--- src/rtl/multicycle_control_unit_if.sv ---
// multicycle_control_unit_if: request/ready handshake between the control unit and instruction/data memory.
// Ports: imem_req/imem_ready (fetch), dmem_req/dmem_we/dmem_ready (load/store).
// master = control unit (drives requests), slave = memory side (drives ready).
interface multicycle_control_unit_if;
  logic imem_req;
  logic imem_ready;
  logic dmem_req;
  logic dmem_we;
  logic dmem_ready;

  modport master (output imem_req, output dmem_req, output dmem_we,
                  input  imem_ready, input dmem_ready);
  modport slave  (input  imem_req, input dmem_req, input dmem_we,
                  output imem_ready, output dmem_ready);
endinterface

--- src/rtl/multicycle_control_unit.sv ---
// multicycle_control_unit: FETCH/DECODE/EXEC/MEM/WB sequencer for the multi-cycle RV32I core.
// Latency (zero-wait memory): BRANCH 3, R/I/LUI/AUIPC/JAL/JALR/STORE 4, LOAD 5 cycles.
// Backpressure: requests held until the matching ready; TIMEOUT_CYC wait cycles -> FAULT (0 = never).
// Ports: clk, rst_n, run, opcode, branch_taken; mem (handshake interface, master side);
//   ir_write, reg_write, pc_write, pc_src (strobes); alu_src, mem_to_reg, jump, auipc (level
//   controls); state, instret, mem_timeout, illegal_instr (status).
// Option: define MCU_ILLEGAL_TRAP_EN to halt in TRAP on an illegal opcode instead of skipping it.
module multicycle_control_unit #(
  parameter int CNT_W       = 32,
  parameter int TIMEOUT_CYC = 16
) (
  input  logic                      clk,
  input  logic                      rst_n,
  input  logic                      run,
  input  logic [6:0]                opcode,
  input  logic                      branch_taken,
  multicycle_control_unit_if.master mem,
  output logic                      ir_write,
  output logic                      reg_write,
  output logic                      alu_src,
  output logic                      mem_to_reg,
  output logic                      jump,
  output logic                      auipc,
  output logic                      pc_write,
  output logic [1:0]                pc_src,
  output logic [2:0]                state,
  output logic [CNT_W-1:0]          instret,
  output logic                      mem_timeout,
  output logic                      illegal_instr
);

  typedef enum logic [2:0] {
    S_IDLE = 3'd0, S_FETCH = 3'd1, S_DECODE = 3'd2, S_EXEC = 3'd3,
    S_MEM  = 3'd4, S_WB    = 3'd5, S_FAULT  = 3'd6, S_TRAP = 3'd7
  } state_t;

  typedef enum logic [3:0] {
    C_R, C_I, C_LOAD, C_STORE, C_BRANCH, C_JAL, C_JALR, C_LUI, C_AUIPC, C_ILL
  } cls_t;

  // Wait counter only needs to reach TIMEOUT_CYC-1; the next non-ready cycle faults.
  localparam int WC_W = (TIMEOUT_CYC > 1) ? $clog2(TIMEOUT_CYC) : 1;
  localparam logic [WC_W-1:0] WC_LAST = WC_W'((TIMEOUT_CYC > 0) ? TIMEOUT_CYC - 1 : 0);

  state_t          st;
  cls_t            cls;
  cls_t            d_cls;
  logic [WC_W-1:0] wcnt;
  logic            imem_req_q, dmem_req_q, dmem_we_q;
  logic            wait_expired;
  logic            ill_nop;
  logic            retire;

  always_comb begin
    d_cls = C_ILL;
    case (opcode)
      7'b0110011: d_cls = C_R;
      7'b0010011: d_cls = C_I;
      7'b0000011: d_cls = C_LOAD;
      7'b0100011: d_cls = C_STORE;
      7'b1100011: d_cls = C_BRANCH;
      7'b1101111: d_cls = C_JAL;
      7'b1100111: d_cls = C_JALR;
      7'b0110111: d_cls = C_LUI;
      7'b0010111: d_cls = C_AUIPC;
      default:    d_cls = C_ILL;
    endcase
  end

`ifdef MCU_ILLEGAL_TRAP_EN
  logic illegal_q;
  assign illegal_instr = illegal_q;
  assign ill_nop       = 1'b0;
`else
  assign illegal_instr = 1'b0;
  assign ill_nop       = (cls == C_ILL);
`endif

  assign wait_expired = (TIMEOUT_CYC != 0) && (wcnt == WC_LAST);

  // Strobes answer a same-cycle ready / compare result, so they decode registered state.
  assign ir_write  = (st == S_FETCH) && mem.imem_ready;
  assign reg_write = (st == S_WB);
  assign pc_write  = ((st == S_EXEC) && ((cls == C_BRANCH) || ill_nop)) ||
                     ((st == S_MEM) && mem.dmem_ready && (cls == C_STORE)) ||
                     (st == S_WB);
  // A skipped illegal opcode updates the PC but is not an instruction retirement.
  assign retire    = pc_write && !((st == S_EXEC) && (cls == C_ILL));

  always_comb begin
    pc_src = 2'd0;
    if ((st == S_EXEC) && (cls == C_BRANCH)) pc_src = {1'b0, branch_taken};
    else if ((st == S_WB) && (cls == C_JAL))  pc_src = 2'd1;
    else if ((st == S_WB) && (cls == C_JALR)) pc_src = 2'd2;
  end

  assign mem.imem_req = imem_req_q;
  assign mem.dmem_req = dmem_req_q;
  assign mem.dmem_we  = dmem_we_q;
  assign state        = st;

  always_ff @(posedge clk or negedge rst_n) begin
    if (!rst_n) begin
      st          <= S_IDLE;
      cls         <= C_ILL;
      wcnt        <= '0;
      imem_req_q  <= 1'b0;
      dmem_req_q  <= 1'b0;
      dmem_we_q   <= 1'b0;
      alu_src     <= 1'b0;
      mem_to_reg  <= 1'b0;
      jump        <= 1'b0;
      auipc       <= 1'b0;
      instret     <= '0;
      mem_timeout <= 1'b0;
`ifdef MCU_ILLEGAL_TRAP_EN
      illegal_q   <= 1'b0;
`endif
    end else begin
      case (st)
        S_IDLE: begin
          if (run) begin
            st         <= S_FETCH;
            imem_req_q <= 1'b1;
            wcnt       <= '0;
          end
        end
        S_FETCH: begin
          if (mem.imem_ready) begin
            st         <= S_DECODE;
            imem_req_q <= 1'b0;
          end else if (wait_expired) begin
            st          <= S_FAULT;
            imem_req_q  <= 1'b0;
            mem_timeout <= 1'b1;
          end else begin
            wcnt <= wcnt + 1'b1;
          end
        end
        S_DECODE: begin
          cls        <= d_cls;
          alu_src    <= d_cls inside {C_I, C_LOAD, C_STORE, C_JAL, C_JALR, C_LUI, C_AUIPC};
          mem_to_reg <= (d_cls == C_LOAD);
          jump       <= (d_cls == C_JAL) || (d_cls == C_JALR);
          auipc      <= (d_cls == C_AUIPC);
          st         <= S_EXEC;
        end
        S_EXEC: begin
          case (cls)
            C_LOAD, C_STORE: begin
              st         <= S_MEM;
              dmem_req_q <= 1'b1;
              dmem_we_q  <= (cls == C_STORE);
              wcnt       <= '0;
            end
            C_BRANCH: ;  // retired by the pc_write path below
            C_ILL: begin
`ifdef MCU_ILLEGAL_TRAP_EN
              st        <= S_TRAP;
              illegal_q <= 1'b1;
`endif
            end
            default: st <= S_WB;
          endcase
        end
        S_MEM: begin
          if (mem.dmem_ready) begin
            dmem_req_q <= 1'b0;
            dmem_we_q  <= 1'b0;
            if (cls == C_LOAD) st <= S_WB;
          end else if (wait_expired) begin
            st          <= S_FAULT;
            dmem_req_q  <= 1'b0;
            dmem_we_q   <= 1'b0;
            mem_timeout <= 1'b1;
          end else begin
            wcnt <= wcnt + 1'b1;
          end
        end
        S_WB:    ;  // retired by the pc_write path below
        S_FAULT: ;
        S_TRAP:  ;
        default: st <= S_IDLE;
      endcase

      // Every final pc_write ends the instruction: start the next fetch or park in IDLE.
      if (pc_write) begin
        st         <= run ? S_FETCH : S_IDLE;
        imem_req_q <= run;
        dmem_req_q <= 1'b0;
        dmem_we_q  <= 1'b0;
        wcnt       <= '0;
        alu_src    <= 1'b0;
        mem_to_reg <= 1'b0;
        jump       <= 1'b0;
        auipc      <= 1'b0;
      end
      if (retire) instret <= instret + 1'b1;
    end
  end

endmodule

--- src/flat_wrapper.sv ---
// flat-port wrapper written by rule: the top's interface ports become plain ports
module multicycle_control_unit_flat 
#(
  parameter int CNT_W       = 32,
  parameter int TIMEOUT_CYC = 16
)
  (clk, rst_n, run, opcode, branch_taken, ir_write, reg_write, alu_src, mem_to_reg, jump, auipc, pc_write, pc_src, state, instret, mem_timeout, illegal_instr, mem_imem_req, mem_dmem_req, mem_dmem_we, mem_imem_ready, mem_dmem_ready);
  multicycle_control_unit_if mem_i ();
  input  logic clk;
  input  logic rst_n;
  input  logic run;
  input  logic [6:0] opcode;
  input  logic branch_taken;
  output logic ir_write;
  output logic reg_write;
  output logic alu_src;
  output logic mem_to_reg;
  output logic jump;
  output logic auipc;
  output logic pc_write;
  output logic [1:0] pc_src;
  output logic [2:0] state;
  output logic [CNT_W-1:0] instret;
  output logic mem_timeout;
  output logic illegal_instr;
  output wire logic [$bits(mem_i.imem_req)-1:0] mem_imem_req;
  output wire logic [$bits(mem_i.dmem_req)-1:0] mem_dmem_req;
  output wire logic [$bits(mem_i.dmem_we)-1:0] mem_dmem_we;
  input wire logic [$bits(mem_i.imem_ready)-1:0] mem_imem_ready;
  input wire logic [$bits(mem_i.dmem_ready)-1:0] mem_dmem_ready;
  assign mem_imem_req = mem_i.imem_req;
  assign mem_dmem_req = mem_i.dmem_req;
  assign mem_dmem_we = mem_i.dmem_we;
  assign mem_i.imem_ready = mem_imem_ready;
  assign mem_i.dmem_ready = mem_dmem_ready;
  multicycle_control_unit #(.CNT_W(CNT_W), .TIMEOUT_CYC(TIMEOUT_CYC)) u_core (.clk(clk), .rst_n(rst_n), .run(run), .opcode(opcode), .branch_taken(branch_taken), .mem(mem_i), .ir_write(ir_write), .reg_write(reg_write), .alu_src(alu_src), .mem_to_reg(mem_to_reg), .jump(jump), .auipc(auipc), .pc_write(pc_write), .pc_src(pc_src), .state(state), .instret(instret), .mem_timeout(mem_timeout), .illegal_instr(illegal_instr));
endmodule
--- config.mk ---
export PLATFORM = sky130hd
export DESIGN_NAME = multicycle_control_unit_flat
export DESIGN_NICKNAME = d
export VERILOG_FILES = /design/src/rtl/multicycle_control_unit_if.sv /design/src/rtl/multicycle_control_unit.sv /design/src/flat_wrapper.sv
export SDC_FILE = /design/constraint.sdc
export NUM_CORES = 1
export LEC_CHECK = 0
export ABC_AREA = 1
export CORE_MARGIN = 2
export CORE_UTILIZATION = 40
export CTS_CLUSTER_DIAMETER = 50
export DETAILED_ROUTE_END_ITERATION = 8
export MAX_ROUTING_LAYER = met4
export PLACE_DENSITY = 0.68
export SLEW_MARGIN = 5
export SYNTH_ARGS = -nofsm -noshare
export SYNTH_HDL_FRONTEND = slang
export SYNTH_SLANG_ARGS = --single-unit
--- constraint.sdc ---
create_clock -name clk -period 1.6 [get_ports clk]
set_input_delay 0.4 -clock clk [delete_from_list [all_inputs] [get_ports clk]]
set_output_delay 0.4 -clock clk [all_outputs]
set_load 0.01 [all_outputs]
# Yosys cells after proc, flatten, opt, wreduce, memory -nomap -nowiden
# Cells that the tools add are included.
# W data, S select, Z words.
[word_totals] in_bits=13 wordCells=125 output_inout_bits=49 regBits=51
[classes] addsub=2 n_eq_ne=38 muxes=44 reduce_logical=29
[ops] cell="$pmux W4 S9" count=1
[ops] cell="$add A32 B1 Y32 const B" count=1
[ops] cell="$eq A4 B3 Y1 const B" count=6
[ops] cell="$mux W4" count=6
[ops] cell="$eq A7 B6 Y1 const B" count=3
[ops] cell="$eq A7 B7 Y1 const B" count=3
[ops] cell="$mux W1" count=21
[ops] cell="$mux W3" count=6
[ops] cell="$eq A4 B2 Y1 const B" count=4
[ops] cell="$pmux W4 S4" count=1
[ops] cell="$ne A3 B2 Y1 const B" count=5
[ops] cell="$pmux W3 S5" count=1
[ops] cell="$eq A7 B5 Y1 const B" count=2
[ops] cell="$eq A4 B4 Y1 const B" count=3
[ops] cell="$logic_and A1 B1 Y1" count=9
[ops] cell="$reduce_and A3 Y1" count=3
[ops] cell="$ne A4 B2 Y1 const B" count=2
[ops] cell="$pmux W1 S2" count=4
[ops] cell="$eq A7 B2 Y1 const B" count=1
[ops] cell="$reduce_bool A7 Y1" count=1
[ops] cell="$eq A3 B2 Y1 const B" count=2
[ops] cell="$eq A3 B3 Y1 const B" count=2
[ops] cell="$mux W2" count=3
[ops] cell="$pmux W3 S2" count=1
[ops] cell="15 further kinds" count=22

# Logic depth before layout (Yosys ltp)
[logic_depth] depth_word=7 ltp_mapped=12 ltp_nobuf=12

# Worst setup path before layout
# No wires, ideal clock.
[synth_path] kind="register -> register" startpoint="reg u_core.instret[0]" endpoint="reg u_core.instret[28]" path_stages_with_launch=11 arrival_time_ns=1.477 setup_ns=0.116 path_slack_ns=0.007 period_less_slack_ns=1.593 t_required_ns=1.484 n_path_buf=0 cell_sequence="dfrtp_1 ha_1 inv_1 nor2_1 inv_1 nor2_1 nand2_1 nand2_1 nand2_1 nand2_1 nand2_1"
[synth_between] elab_chain_cells=1
[synth_lines] element="start: declaration" line="multicycle_control_unit.sv:27" text="output logic [CNT_W-1:0] instret,"
[synth_lines] element="start signal: assignment" line="multicycle_control_unit.sv:198" text="if (retire) instret <= instret + 1'b1;"
[synth_lines] element="$add A32 B1 Y32" line="multicycle_control_unit.sv:198"
# No other way between the ends.
# A chain may end at the register's enable or synchronous reset.

# Worst setup path in the final report
[layout_path] startpoint="reg u_core.cls[3]" endpoint="out pc_write"
[layout_between] elab_chain_cells=5 elab_cells_between_ends=8 classes_between="3 x eq/ne; 5 x reduce/logical"
[layout_lines] element="start: declaration" line="multicycle_control_unit.sv:46" text="cls_t cls;"
[layout_lines] element="start signal: assignment" line="multicycle_control_unit.sv:141" text="cls <= d_cls;"
[layout_lines] element="$eq A4 B3 Y1 or $eq A4 B4 Y1 (tied branches)" line="multicycle_control_unit.sv:84, multicycle_control_unit.sv:76"
[layout_lines] element="$logic_or A1 B1 Y1" line="multicycle_control_unit.sv:84" text="assign pc_write = ((st == S_EXEC) && ((cls == C_BRANCH) || ill_nop)) ||"
[layout_lines] element="$logic_and A1 B1 Y1" line="multicycle_control_unit.sv:84"
[layout_lines] element="$logic_or A1 B1 Y1 *" line="multicycle_control_unit.sv:84"
[layout_lines] element="$logic_or A1 B1 Y1 *" line="multicycle_control_unit.sv:85" text="((st == S_MEM) && mem.dmem_ready && (cls == C_STORE)) ||"
[layout_lines] element="end: declaration" line="flat_wrapper.sv:20" text="output logic pc_write;"
# Mark *: on every way between the ends. The rest lies on a longest branch, timed or not.

==> impl_metrics.tcl <==
set metrics [dict create \
    p_int_uw 4560 \
    hpwl_um 8100 \
    peakVddDrop_uv 1520 \
    antenna_found_initial 0 \
    port_buffers 60 \
    grt_start_max_net_pins 31 \
    status "complete, but fails checks" \
    report.final.slew_viol_count 0 \
    hold_violations 0 \
    drive_above_1_share 0.283 \
    total_power_uw 8070 \
    cp_slowest_cell "dfstp_2" \
    clk-insertion-delay-late_ps 320 \
    avgSynthCellArea_um2 6.45 \
    p_seq_frac 0.228 \
    synthArstFlopShare 1.00 \
    yosysWarningCount 0 \
    p_leak_uw 0.00292 \
    drt-wirelength-per-cell_um 14.0 \
    crit_chain "inv_1, nor2_2, nand2_2, nand2_2, nand2_4, nand3_4, buf_6" \
    diodes 0 \
    cp_data_required_time_ps 1200 \
    crit_family "flip-flops" \
    dp_slack_ps -574 \
    initial_utilization 0.409 \
    layout_common_cells "nand2_1, buf_4, nor2_1" \
    min_path_type "in2async" \
    regToRegStartpoint "u_core.cls[3]" \
    critPathMaxFanout 3 \
    overflow 0 \
    clockBufferDepth 2 \
    crit_top_cell "nand2_2" \
    comb_power_share 0.663 \
    synth_area_um2 3530 \
    die_area_um2 9600 \
    multi_input_area_um2 2140 \
    power_density_nw_per_um2 1470 \
    totalWireLength_um 11700 \
    path_clk_slew_ps 100 \
    largest_reg_flops 32 \
    fin_skew_ps 6.53 \
    synth_nets 563 \
    cpPeakStageDelay_ps 570 \
    grt_usage 0.247 \
    rows 34 \
    synth_edf_count 0 \
    synth-xor-area-share 0.0297 \
    synth.distinct_cells 32 \
    p_switching_uw 3500 \
    rsz0062_at_grt "true" \
    vias 4208 \
    end_kind "primary output" \
    synthSimpleGateAreaFrac 0.441 \
    io_pins 62 \
    antenna_left 0 \
    via_per_inst 5.03 \
    die_w_um 98.0 \
    critPathKind "reg2out" \
    timing.rr.end "u_core.instret[4]" \
    synth_compound_area_frac 0.0669 \
    period_share 1.19 \
    synth_seq_cells 51 \
    grt_pass1_wl_um 19100 \
    first_iter_violations 189 \
    cts_buffers 5 \
    ff2ff_path_depth 12 \
    nFillCells 764 \
    synthCells 548 \
    layout_setup_ws_ps -296 \
    h-tree-depth 2 \
    gp_congestion 0.932 \
    top_register "u_core.instret" \
    cts_hold_buf 0 \
    nNetsFinal 742 \
    dieHeight_um 98.0 \
    cts-root-buf "clkbuf_8" \
    cts_sinks 51 \
    startpoint_type "flip-flop" \
    synthMuxAreaShare 0 \
    register_area_um2 1280 \
    layout_commonest_cell "nand2_1" \
    core_um2 8640 \
    area_delta_synth_final_pct 55.4 \
    fin_crit_ps 1900 \
    arrival_ps 1500 \
    grt_pass1_vias 4286 \
    synth-main-ff-cell "dfrtp_1" \
    r2r_slack_ps -210 \
    ys_seq_area_frac 0.362 \
    fmax_ghz 0.527 \
    timing.critical_path.buf_inv 2 \
    p_clk_frac 0.109 \
    drv_cap 0 \
    drc 0 \
    reg_top3 "u_core.instret (32), u_core.cls (4), u_core.wcnt (4)" \
    synth_top_family_by_area "simple AND/OR/NAND/NOR gates" \
    setup_violations 51 \
    sw_frac_of_total 0.434 \
    synth-adder-area-share 0.00708 \
    first_pass_iters 5 \
    violations "setup timing" \
    tritoncts "built" \
]
==> area by class of cell <==
type / instances / area share
Multi-Input combinational cell: 425 / 0.390
Sequential cell: 51 / 0.234
Tap cell: 108 / 0.0246
Inverter: 61 / 0.0435
Clock inverter: 1 / 0.00137
Clock buffer: 7 / 0.0175
Timing Repair Buffer: 183 / 0.289
==> repair_timing <==
item                       in CTS  in global routing
buffers inserted               43                 10
gates cloned                    1                  1
resized for setup             122                 40
pin swaps                      13                 19
setup endpoints to repair      93                 57
==> layer usage <==
layer / track usage / wire [um] / share of wire
met1: 0.282 / 4870 / 0.42
met2: 0.440 / 5910 / 0.51
met3: 0.0365 / 581 / 0.050
met4: 0.0876 / 333 / 0.028
met5: - / 0 / 0
==> cells in the mapped netlist (all sizes together) (2+ instances only) <==
library cell	instances	share of area
o21ai	34	0.049
dfstp	2	0.015
nand3	41	0.064
buf	11	0.027
ha	2	0.0071
inv	61	0.065
nor3	15	0.021
nand2	217	0.24
a21oi	5	0.0071
nand3b	8	0.017
nand4	5	0.0088
o31ai	3	0.0064
xor2	11	0.027
dfrtp	49	0.35
nor2	79	0.092
==> how the worst max path moves through the flow <==
stage / depth (start not counted) / slack, ps / to / startpoint
detailed placement: 6 / -570 / pc_write / mem_dmem_ready
CTS: 7 / -280 / pc_write / u_core.cls[0]
floorplan: 10 / 7 / u_core.instret[28] / u_core.instret[0]
global placement: 6 / -530 / pc_write / mem_dmem_ready
global route: 7 / -350 / pc_write / u_core.cls[3]
finish: 7 / -300 / pc_write / u_core.cls[3]
==> logic make-up (layout without fill, tap and decap cells) <==
logic type | after synthesis | count (layout)
DFF | 51 | 51
and+or+nand+nor | 366 | 366
adders and majority gates | 2 | 2
AOI/OAI and AO/OA | 44 | 44
other | 1 | 1
buffers and inverters | 72 | 252
xor gates and xnor gates | 12 | 12
==> power groups by stage <==
| stage | Sequential, uW | Clock, uW | Combinational (uW) |
|---|---|---|---|
| final | 1840 | 882 | 5350 |
| after global placement | 1950 | 0 | 3680 |
| after detailed placement | 1960 | 0 | 3780 |
| after CTS | 1830 | 895 | 4690 |
| after floorplan | 1990 | 0 | 1940 |
| after global routing | 1880 | 943 | 5760 |
==> metrics by stage <==
step / util / TNS (ps) / hold WS (ps) / instances / instance area, um^2
2_1_floorplan: - / 0 / 104 / 548 / 3530
3_3_place_gp: 0.548 / -15990 / 412 / 775 / 4730
5_1_grt: 0.636 / -12170 / 81.0 / 836 / 5490
4_1_cts: 0.609 / -9540 / 69.9 / 826 / 5260
3_5_place_dp: 0.548 / -18580 / 416 / 775 / 4730
6_report: 0.636 / -8340 / 59.4 / 836 / 5490
Note: power is estimated with default switching activity, not from simulation.
